--- src/rtl/csr_file_pkg.sv ---
// Shared constants for the machine-mode CSR file: addresses, csr_op encodings,
// mstatus bit positions and trap cause codes.
package csr_file_pkg;

  localparam logic [11:0] CSR_MSTATUS   = 12'h300;
  localparam logic [11:0] CSR_MTVEC     = 12'h305;
  localparam logic [11:0] CSR_MSCRATCH  = 12'h340;
  localparam logic [11:0] CSR_MEPC      = 12'h341;
  localparam logic [11:0] CSR_MCAUSE    = 12'h342;
  localparam logic [11:0] CSR_MCYCLE    = 12'hB00;
  localparam logic [11:0] CSR_MINSTRET  = 12'hB02;
  localparam logic [11:0] CSR_MCYCLEH   = 12'hB80;
  localparam logic [11:0] CSR_MINSTRETH = 12'hB82;
  localparam logic [11:0] CSR_MHARTID   = 12'hF14;

  typedef enum logic [1:0] {
    CSR_RSVD = 2'b00,
    CSR_RW   = 2'b01,
    CSR_RS   = 2'b10,
    CSR_RC   = 2'b11
  } csr_op_e;

  localparam int MSTATUS_MIE  = 3;
  localparam int MSTATUS_MPIE = 7;

  localparam logic [31:0] CAUSE_ECALL_M = 32'd11;

endpackage

--- src/rtl/csr_file_counter64.sv ---
// 64-bit event counter with increment enable and independent low/high word writes.
// Any write takes precedence over the increment for the full 64 bits.
module csr_counter64 (
  input  logic        clk,
  input  logic        rst_n,
  input  logic        inc,
  input  logic        wr_lo,
  input  logic        wr_hi,
  input  logic [31:0] wdata,
  output logic [63:0] count
);

  logic [63:0] count_reg;
  logic [63:0] count_next;

  always_comb begin
    count_next = count_reg;
    if (wr_lo || wr_hi) begin
      count_next = {wr_hi ? wdata : count_reg[63:32],
                    wr_lo ? wdata : count_reg[31:0]};
    end else if (inc) begin
      count_next = count_reg + 64'd1;
    end
  end

  always_ff @(posedge clk or negedge rst_n) begin
    if (!rst_n) begin
      count_reg <= '0;
    end else begin
      count_reg <= count_next;
    end
  end

  assign count = count_reg;

endmodule

--- src/rtl/csr_file.sv ---
// Machine-mode CSR file for the single-cycle RV32I core: CSR read/modify/write,
// ecall/mret trap handling and the mcycle/minstret counters.
module csr_file
  import csr_file_pkg::*;
#(
  parameter logic [31:0] HART_ID   = 32'd0,
  parameter logic [31:0] MTVEC_RST = 32'h0000_0000
) (
  input  logic        clk,
  input  logic        rst_n,
  input  logic        csr_w,
  input  logic        csr_inm,
  input  logic [1:0]  csr_op,
  input  logic [11:0] csr_addr,
  input  logic [31:0] rs1_data,
  input  logic [4:0]  zimm,
  input  logic [31:0] pc,
  input  logic        retire,
  input  logic        ecall,
  input  logic        mret,
  output logic [31:0] csr_rdata,
  output logic        csr_illegal,
  output logic        redirect,
  output logic [31:0] redirect_pc
);

  logic [31:0] mtvec_reg, mscratch_reg, mepc_reg, mcause_reg;
  logic        mie_reg, mpie_reg;
  logic [63:0] mcycle, minstret;

  logic [31:0] src, old_val, wdata;
  logic        implemented, read_only, wr_attempt, csr_we;

  assign src = csr_inm ? {27'b0, zimm} : rs1_data;

  always_comb begin
    old_val     = '0;
    implemented = 1'b1;
    read_only   = 1'b0;
    case (csr_addr)
      CSR_MSTATUS: begin
        old_val[MSTATUS_MIE]  = mie_reg;
        old_val[MSTATUS_MPIE] = mpie_reg;
      end
      CSR_MTVEC:     old_val = mtvec_reg;
      CSR_MSCRATCH:  old_val = mscratch_reg;
      CSR_MEPC:      old_val = mepc_reg;
      CSR_MCAUSE:    old_val = mcause_reg;
      CSR_MCYCLE:    old_val = mcycle[31:0];
      CSR_MCYCLEH:   old_val = mcycle[63:32];
      CSR_MINSTRET:  old_val = minstret[31:0];
      CSR_MINSTRETH: old_val = minstret[63:32];
      CSR_MHARTID: begin
        old_val   = HART_ID;
        read_only = 1'b1;
      end
      default:       implemented = 1'b0;
    endcase
  end

  always_comb begin
    wdata = old_val;
    case (csr_op)
      CSR_RW:  wdata = src;
      CSR_RS:  wdata = old_val | src;
      CSR_RC:  wdata = old_val & ~src;
      default: wdata = old_val;
    endcase
  end

  // RS/RC with a zero source is a pure read, so it may target read-only CSRs
  assign wr_attempt  = (csr_op == CSR_RW) || (src != '0);
  assign csr_illegal = csr_w && ((csr_op == CSR_RSVD) || !implemented || (read_only && wr_attempt));
  assign csr_we      = csr_w && !csr_illegal && wr_attempt && !ecall && !mret;

  assign csr_rdata   = old_val;
  assign redirect    = ecall || mret;
  assign redirect_pc = ecall ? mtvec_reg : (mret ? mepc_reg : 32'h0);

  always_ff @(posedge clk or negedge rst_n) begin
    if (!rst_n) begin
      mtvec_reg    <= MTVEC_RST & 32'hFFFF_FFFC;
      mscratch_reg <= '0;
      mepc_reg     <= '0;
      mcause_reg   <= '0;
      mie_reg      <= 1'b0;
      mpie_reg     <= 1'b0;
    end else if (ecall) begin
      mepc_reg   <= pc & 32'hFFFF_FFFC;
      mcause_reg <= CAUSE_ECALL_M;
      mpie_reg   <= mie_reg;
      mie_reg    <= 1'b0;
    end else if (mret) begin
      mie_reg  <= mpie_reg;
      mpie_reg <= 1'b1;
    end else if (csr_we) begin
      case (csr_addr)
        CSR_MSTATUS: begin
          mie_reg  <= wdata[MSTATUS_MIE];
          mpie_reg <= wdata[MSTATUS_MPIE];
        end
        CSR_MTVEC:    mtvec_reg    <= wdata & 32'hFFFF_FFFC;
        CSR_MSCRATCH: mscratch_reg <= wdata;
        CSR_MEPC:     mepc_reg     <= wdata & 32'hFFFF_FFFC;
        CSR_MCAUSE:   mcause_reg   <= wdata;
        default: ;
      endcase
    end
  end

  csr_counter64 u_mcycle (
    .clk   (clk),
    .rst_n (rst_n),
    .inc   (1'b1),
    .wr_lo (csr_we && (csr_addr == CSR_MCYCLE)),
    .wr_hi (csr_we && (csr_addr == CSR_MCYCLEH)),
    .wdata (wdata),
    .count (mcycle)
  );

  csr_counter64 u_minstret (
    .clk   (clk),
    .rst_n (rst_n),
    .inc   (retire),
    .wr_lo (csr_we && (csr_addr == CSR_MINSTRET)),
    .wr_hi (csr_we && (csr_addr == CSR_MINSTRETH)),
    .wdata (wdata),
    .count (minstret)
  );

endmodule

--- config.mk ---
export PLATFORM = sky130hd
export DESIGN_NAME = csr_file
export DESIGN_NICKNAME = d
export VERILOG_FILES = /design/src/rtl/csr_file_pkg.sv /design/src/rtl/csr_file_counter64.sv /design/src/rtl/csr_file.sv
export SDC_FILE = /design/constraint.sdc
export NUM_CORES = 1
export LEC_CHECK = 0
export CORE_AREA = 2 2 193 195
export CTS_CLUSTER_DIAMETER = 60
export DETAILED_ROUTE_END_ITERATION = 12
export DIE_AREA = 0 0 195 197
export GPL_TIMING_DRIVEN = 0
export PLACE_DENSITY_LB_ADDON = 0.1
export REMOVE_ABC_BUFFERS = 1
export SYNTH_ARGS = -nofsm -noshare
export SYNTH_HDL_FRONTEND = slang
export SYNTH_SLANG_ARGS = --single-unit
--- constraint.sdc ---
create_clock -name clk -period 3.2 [get_ports clk]
set_input_delay 0.64 -clock clk [delete_from_list [all_inputs] [get_ports clk]]
set_output_delay 0.64 -clock clk [all_outputs]
set_load 0.1 [all_outputs]
-- After elaboration in Yosys (flattened, before gate mapping)
Cells that the tools add are included.
- bits in registers: 256
- bits of input ports: 90
- output and inout port bits: 66
- word-level logic and storage cells: 105
- add/sub/neg operators: 2
- equality and inequality tests: 18
- multiplexer cells: 34
- bitwise operators: 5
- reductions and logical operators: 36
- operators with widths (kind ; count):
    $mux W32 ; 15
    $mux W64 ; 3
    $pmux W24 S8 ; 1
    $add A64 B1 Y64 const B ; 2
    $pmux W32 S3 ; 1
    $eq A12 B10 Y1 const B ; 5
    $eq A12 B12 Y1 const B ; 5
    $pmux W3 S8 ; 2
    $and A32 B32 Y32 ; 1
    $not A32 Y32 ; 1
    $or A32 B32 Y32 ; 1
    $reduce_bool A32 Y1 ; 1
    $pmux W1 S9 ; 2
    $logic_and A1 B1 Y1 ; 10
    $mux W1 ; 10
    $reduce_or A10 Y1 ; 1
    $ne A2 B1 Y1 const B ; 4
    $reduce_and A4 Y1 ; 2
    $reduce_bool A2 Y1 ; 4
    $logic_or A1 B1 Y1 ; 6
    $reduce_and A2 Y1 ; 3
    $reduce_and A3 Y1 ; 2
    $reduce_bool A3 Y1 ; 2
    $eq A2 B2 Y1 const B ; 2
    5 further kinds ; 9

-- Logic depth before layout (Yosys ltp)
Gate-level depths: netlist of run 1.
- depth in word-level cells: 16
- gate-level depth with buffers: 12
- mapped depth without buffers: 8

-- By module
A second synthesis of run 1 with hierarchy kept.
- cell total of the unflattened synthesis: 2036
- area total of the unflattened synthesis: 17620.6 um^2
- by module, submodules not included (module ; times used ; cells an instance ; area each (um^2) ; seq. area each (um^2)):
    csr_file ; 1 ; 1062 ; 9450.3 ; 3153.0
    csr_counter64 (u_minstret) ; 1 ; 490 ; 4116.4 ; 1601.5
    csr_counter64 (u_mcycle) ; 1 ; 484 ; 4053.9 ; 1601.5

-- Worst setup path before layout of run 1
No wires, ideal clock.
- kind: in2out
- start point: input csr_addr[7]
- end point: output csr_illegal
- arrival: 3.877 ns
- required time: 2.560 ns
- path slack: -1.317 ns
- stages on the path: 6
- buffers on the path: 3
- cell sequence: buf_2 nor4b_1 buf_2 buf_1 nand3_1 a21boi_0
- cells in the longest elaborated chain, start to end: 7
- elaborated cells on any way between the ends: 18
- classes of those cells: eq/ne: 10; mux: 2; reduce/logical: 6
- ends and longest elaborated chain (element ; RTL line ; RTL):
    from (decl) ; csr_file.sv:14 ; input logic [11:0] csr_addr,
    $eq A12 B12 Y1 or $eq A12 B10 Y1 (tied branches) ; csr_file.sv:40 ; case (csr_addr)
    $reduce_or A10 Y1 (no line) ; - ;
    $mux W1 ; csr_file.sv:40 ;
    $logic_not A1 Y1 ; csr_file.sv:73 ; assign csr_illegal = csr_w && ((csr_op == CSR_RSVD) || !implemented || (read_only && wr_attempt));
    $logic_or A1 B1 Y1 ; csr_file.sv:73 ;
    $logic_or A1 B1 Y1 * ; csr_file.sv:73 ;
    $logic_and A1 B1 Y1 * ; csr_file.sv:73 ;
    to (decl) ; csr_file.sv:22 ; output logic csr_illegal,
Mark *: on every way between the ends. The rest lies on a longest branch, timed or not.

-- Worst setup path in the final report of run 1
- start point: input csr_addr[1]
- end point: output csr_rdata[7]
- cells in the longest elaborated chain, start to end: 2
- elaborated cells on any way between the ends: 10
- classes of those cells: eq/ne: 9; mux: 1
- ends and longest elaborated chain (element ; RTL line ; RTL):
    $eq A12 B12 Y1 or $eq A12 B10 Y1 (tied branches) ; csr_file.sv:40 ;
    $pmux W1 S9 * ; csr_file.sv:40 ;
    to (decl) ; csr_file.sv:21 ; output logic [31:0] csr_rdata,
Marks and branches as above.

==> results of run 1 <==
-- power groups by stage --
stage / clock, mW / sequential (mW) / combinational [mW]
6_report: 4.05 / 3.63 / 1.43
5_1_grt: 4.20 / 3.64 / 1.49
4_1_cts: 4.06 / 3.61 / 1.35
3_5_place_dp: 0 / 3.66 / 1.28
3_3_place_gp: 0 / 3.66 / 1.22
2_1_floorplan: 0 / 3.56 / 0.666
-- layout make-up --
class	instances	area (µm²)	share of cell area, %
Sequential cell	254	6360	27.8
Clock inverter	9	128	0.559
Clock buffer	53	1050	4.58
Timing Repair Buffer	289	3200	14.0
Multi-Input combinational cell	1738	11300	49.7
Antenna cell	2	5.00	0.0219
Tap cell	468	586	2.56
Inverter	47	178	0.778
-- metrics by stage --
stage | total power [mW] | setup WS, ns | hold slack [ns]
2_1_floorplan | 4.23 | -4.18 | 0.344
3_3_place_gp | 4.88 | -11.15 | 0.459
3_5_place_dp | 4.95 | -3.11 | 0.471
4_1_cts | 9.01 | -0.00446 | 0.134
5_1_grt | 9.33 | -0.0696 | 0.150
6_report | 9.12 | -0.0372 | 0.0794
-- routing by layer --
layer	up-vias	track usage [%]	share of wire (%)
met4	0	22.7	6.2
met3	330	12.5	14
met2	1629	58.7	41
met1	9717	55.7	38
li1	8557	-	-
met5	-	0	0
-- synthesized netlist by cell type, types with 16 or more instances --
master	count	area share, %
a21o_1	16	0.67
nand4_1	142	5.0
or2_2	17	0.59
mux2_2	53	3.3
nor4_1	18	0.63
nor3_1	48	1.3
nand3_1	87	2.4
dfrtp_1	254	35
and4_1	19	0.93
nor2_1	99	2.1
a21oi_1	210	5.9
clkbuf_1	104	2.2
buf_2	47	1.3
inv_1	45	0.94
xnor2_1	21	1.0
and3_1	34	1.2
o31ai_1	23	0.96
and2_1	23	0.80
o21ai_0	212	5.9
o22ai_1	41	1.4
mux2i_1	62	3.5
nand2_1	317	6.6
nor2b_1	34	1.2
-- worst max-delay path, stage by stage --
cell and delay [ns]:
buf_12 0.11, buf_16 0.14, nor4b_4 0.06, buf_6 0.14, buf_8 0.14, and3_4 0.24
a22o_4 0.28, a2111oi_4 0.48, inv_1 0.15, buf_12 0.19
-- kinds of logic after synthesis --
logic type,synth area share (%)
xor+xnor,1.22
compound gates,22.9
buf+inv,5.62
simple gates,26.3
fa+ha+maj,0.139
mux,8.42
flops,35.4
other cells,0.0209
-- final timing paths --
check | from | endpoint | slack [ns]
max in group asynchronous | rst_n | u_mcycle.count[0]$_DFFE_PN0P_ | 2.15
hold reg to reg | mscratch_reg[13]$_DFFE_PN0P_ | mscratch_reg[13]$_DFFE_PN0P_ | 0.48
setup reg to reg | u_mcycle.count[9]$_DFFE_PN0P_ | u_mcycle.count[43]$_DFFE_PN0P_ | 0.15
min in group clk | mscratch_reg[13]$_DFFE_PN0P_ | mscratch_reg[13]$_DFFE_PN0P_ | 0.48
setup / recovery | csr_addr[1] | csr_rdata[7] | -0.04
hold / removal | rst_n | mscratch_reg[9]$_DFFE_PN0P_ | 0.08
-- repair_timing --
| item | 4_1_cts | 5_1_grt |
|---|---|---|
| buffers inserted | 51 | 23 |
| cloned | 5 | 3 |
| resized for setup | 441 | 69 |
| pin swaps | 28 | 20 |
| hold buffers | 0 | 0 |
| endpoints found under the setup margin | 318 | 147 |
==> impl_metrics.tcl, run 1 <==
set metrics [dict create \
    status "finished, violations left" \
    violations "setup timing" \
    worst_ep_required_time_ns 2.56 \
    port_buffers 151 \
    synthArstFlopShare_pct 100 \
    hp-class "input port to asynchronous set/reset pin" \
    yosysWarnings 0 \
    htree_levels 2 \
    clock_path_buffers 3 \
    power_switching_mw 2.76 \
    crit_path_start_kind "input port" \
    max_freq_mhz 309 \
    synth_area_per_cell_um2 8.09 \
    antenna_found_initial 2 \
    gp_congestion 0.958 \
    yosysSeqAreaShare_pct 35.4 \
    synth_seq_cells 254 \
    final-setup-viol-count 6 \
    track_usage_pct 41.2 \
    drive_gt1_share_pct 19.2 \
    cts_root_buf "clkbuf_16" \
    final_common_cell "nand2_1" \
    core_um2 36300 \
    grt_pass1_vias 18800 \
    pwr-share-comb_pct 15.7 \
    die-area_um2 38400 \
    cts_sinks 254 \
    pwr-share-seq_pct 39.8 \
    vdd_drop_max_uv 434 \
    min_period_ns 3.24 \
    cts_tree "yes" \
    fin_skew_ns 0.0272 \
    fill_cells 3045 \
    worstSetupPathType "input port to output port" \
    first_iter_violations 2851 \
    grt_pass1_wl_mm 119 \
    cap_violations 0 \
    p_int_mw 6.36 \
    placed_area_um2 20200 \
    initial_core_util_pct 49.5 \
    cts_made_buffers 35 \
    clkTransAtPathRegs_ns 0.06 \
    final_cell_mix "315 x nand2_1, 254 x dfrtp_1, 210 x o21ai_0" \
    chipWidth_um 195 \
    arrival_ns 2.60 \
    reg2reg_depth 7 \
    layout.nets 2457 \
    yosysUniqueCellTypes 94 \
    dp.cells 2716 \
    instances_no_fill 2860 \
    grt_start_max_net_pins 98 \
    synth_ff_type "dfrtp_1" \
    die_h_um 197 \
    drc 0 \
    rsz0062_at_grt "yes" \
    syn_to_final_growth_pct 27.3 \
    relSlewSlack_pct 15.1 \
    synth-edff-count 0 \
    netlist_instances 2217 \
    critPathCaptureType "output port" \
    rows 70 \
    place_hpwl_mm 54.5 \
    p_per_area_nw_per_um2 399 \
    finalInstanceArea_um2 22800 \
    hold_viol 0 \
    wl_per_cell_um 28.3 \
    vias_per_cell 7.07 \
    first_pass_iters 6 \
    crit_path_max_fanout 8 \
    slew_violations 0 \
    vias 20200 \
    setup_tns_ns -0.0947 \
    p_sw_share_pct 30.3 \
    leakagePower_nw 9.77 \
    wl_mm 81.0 \
    worstMarginPinSlew_ns 1.26 \
    syn_area_um2 17900 \
    clockPowerShare_pct 44.5 \
    final_core_util_pct 63.0 \
    post-route-period-util_pct 101 \
    ant_nets 0 \
    clk-insertion-delay-late_ns 0.54 \
    setup_ws_ns -0.0372 \
    gr-total-overflow 0 \
    num_io_pins 156 \
]
(Power assumes the default switching activity.)
==> run 2: changes to the inputs <==
- CORE_AREA: 2 2 193 195 -> 5 5 206 208
- DIE_AREA: 0 0 195 197 -> 0 0 211 213
- REMOVE_ABC_BUFFERS: 1 -> unset
==> run 2 against run 1 <==
Compared with the run above:
- worst hold slack worse by 0.081 ns
- register-to-register slack worse by 0.19 ns
- die area is 17% higher
- non-clock buffer count is 143 higher
- clock skew is 0.00093 ns higher
- final cell count is 7.3% higher
- critical path depth stayed put
- sequential power is 1% higher
- worst setup slack worse by 0.089 ns
- via count is 8.6% higher
- utilization is 4.1 points lower
- largest power group unchanged
- the run ends with hold timing, setup timing left
- fmax is 2.7% lower
==> impl_metrics.tcl, run 2 (same netlist as run 1, synthesis figures left out) <==
set metrics [dict create \
    wl_per_cell_um 34.9 \
    pre_cts_slack_ns -2.28 \
    clk-insertion-delay-late_ns 0.57 \
    power_mw 9.26 \
    first_iter_violations 3371 \
    hp-class "input port to asynchronous set/reset pin" \
    max_freq_mhz 301 \
    min_period_ns 3.33 \
    syn_to_final_growth_pct 32.6 \
    hold_buffers 0 \
    multi_input_comb_area_um2 11600 \
    drc 0 \
    grt_pass1_wl_mm 149 \
    fin_hold_ws_ns -0.00170 \
    antenna_found_initial 9 \
    worst_r2r_endpoint "u_mcycle.count[36]$_DFFE_PN0P_" \
    relSlewSlack_pct 17.6 \
    clkTransAtPathRegs_ns 0.06 \
    core_um2 40400 \
    setup_tns_ns -1.38 \
    die_h_um 213 \
    gp_congestion 1.09 \
    cts_tree "yes" \
    vdd_drop_max_uv 428 \
    wl_mm 107 \
    grt_pass1_vias 20400 \
    finalInstanceArea_um2 23800 \
    leakagePower_nw 10.1 \
    arrival_ns 3.76 \
    fin_skew_ns 0.0281 \
    final_core_util_pct 58.9 \
    layout.nets 2596 \
    reg2reg_depth 8 \
    dp.cells 2905 \
    worstSetupPathType "input port to flop" \
    track_usage_pct 45.8 \
    drive_gt1_share_pct 24.4 \
    post-route-period-util_pct 104 \
    register_area_um2 6360 \
    vias_per_cell 7.16 \
    final_common_cell "nand2_1" \
    worstMarginPinSlew_ns 1.24 \
    r2r_setup_slack_ns -0.04 \
    crit_path_max_fanout 10 \
    placed_area_um2 20400 \
    cts_made_buffers 36 \
    chipWidth_um 211 \
    grt_start_max_net_pins 113 \
    first_pass_iters 8 \
    hold_viol 1 \
    violations "hold timing, setup timing" \
    port_buffers 146 \
    slew_violations 0 \
    rows 74 \
    critPathCaptureType "flop" \
    p_per_area_nw_per_um2 389 \
    status "finished, violations left" \
    cts_sinks 254 \
    ant_nets 0 \
    rsz0062_at_grt "yes" \
    fill_cells 3569 \
    cap_violations 0 \
    worst_ep_required_time_ns 3.63 \
    initial_core_util_pct 44.4 \
    cts_root_buf "clkbuf_16" \
    instances_no_fill 3068 \
    crit_path_start_kind "input port" \
    final_cell_mix "305 x nand2_1, 254 x dfrtp_1, 209 x a21oi_1" \
    clock_path_buffers 3 \
    vias 22000 \
    final-setup-viol-count 32 \
    place_hpwl_mm 77.9 \
    num_io_pins 156 \
    htree_levels 2 \
    die-area_um2 44900 \
    setup_ws_ns -0.126 \
    startpoint "csr_addr[1]" \
    regToRegStartpoint "u_mcycle.count[16]$_DFFE_PN0P_" \
    gr-total-overflow 0 \
]
==> run 2: worst max path at each step <==
stage | endpoint | slack, ns | cells after the start
6_report | mtvec_reg[6]$_DFFE_PN0P_ | -0.13 | 10
2_1_floorplan | redirect_pc[14] | -0.85 | 3
3_5_place_dp | csr_rdata[18] | -2.28 | 9
4_1_cts | mscratch_reg[4]$_DFFE_PN0P_ | 0.003 | 7
5_1_grt | csr_rdata[6] | -0.05 | 10
3_3_place_gp | u_mcycle.count[41]$_DFFE_PN0P_ | -10.36 | 1
==> run 2: layout make-up <==
| class | instances | area share, % |
|---|---|---|
| clock buffer | 48 | 4.19 |
| sequential | 254 | 26.7 |
| tap | 532 | 2.80 |
| buffer | 177 | 5.28 |
| clock inverter | 15 | 0.542 |
| inverter | 47 | 0.757 |
| antenna | 7 | 0.0736 |
| multi-input combinational | 1733 | 48.6 |
| timing repair buffer | 255 | 11.0 |
==> run 2: power breakdown <==
part	total (mW)	switching [mW]	leakage [nW]	internal, mW
clock network	3.94	1.66	0.558	2.28
registers	3.67	0.308	3.21	3.37
logic	1.64	1.10	6.36	0.543
total	9.26	3.07	10.1	6.19
==> run 2: timing repair <==
item                                    4_1_cts  5_1_grt
setup buffers                                76       21
endpoints found under the setup margin      318      172
pin swaps                                    51       25
resized for setup                           662      100
cloned                                        4        1
endpoints found under the hold margin         0        0
==> run 2: layer usage <==
metal,part of all wire [%],global-route usage (%),routed length (µm)
met5,0.068,0,73
met4,10,33.2,11000
met3,13,14.9,14400
met2,41,67.9,44100
met1,35,56.0,37600
==> run 2: critical path: stages <==
cell	delay [ns]
buf_4	0.16
buf_12	0.17
buf_12	0.14
buf_12	0.17
mux2_2	0.39
nand4_1	0.10
nand4_1	0.27
o22ai_1	0.66
nand2_1	0.59
mux2_2	0.45
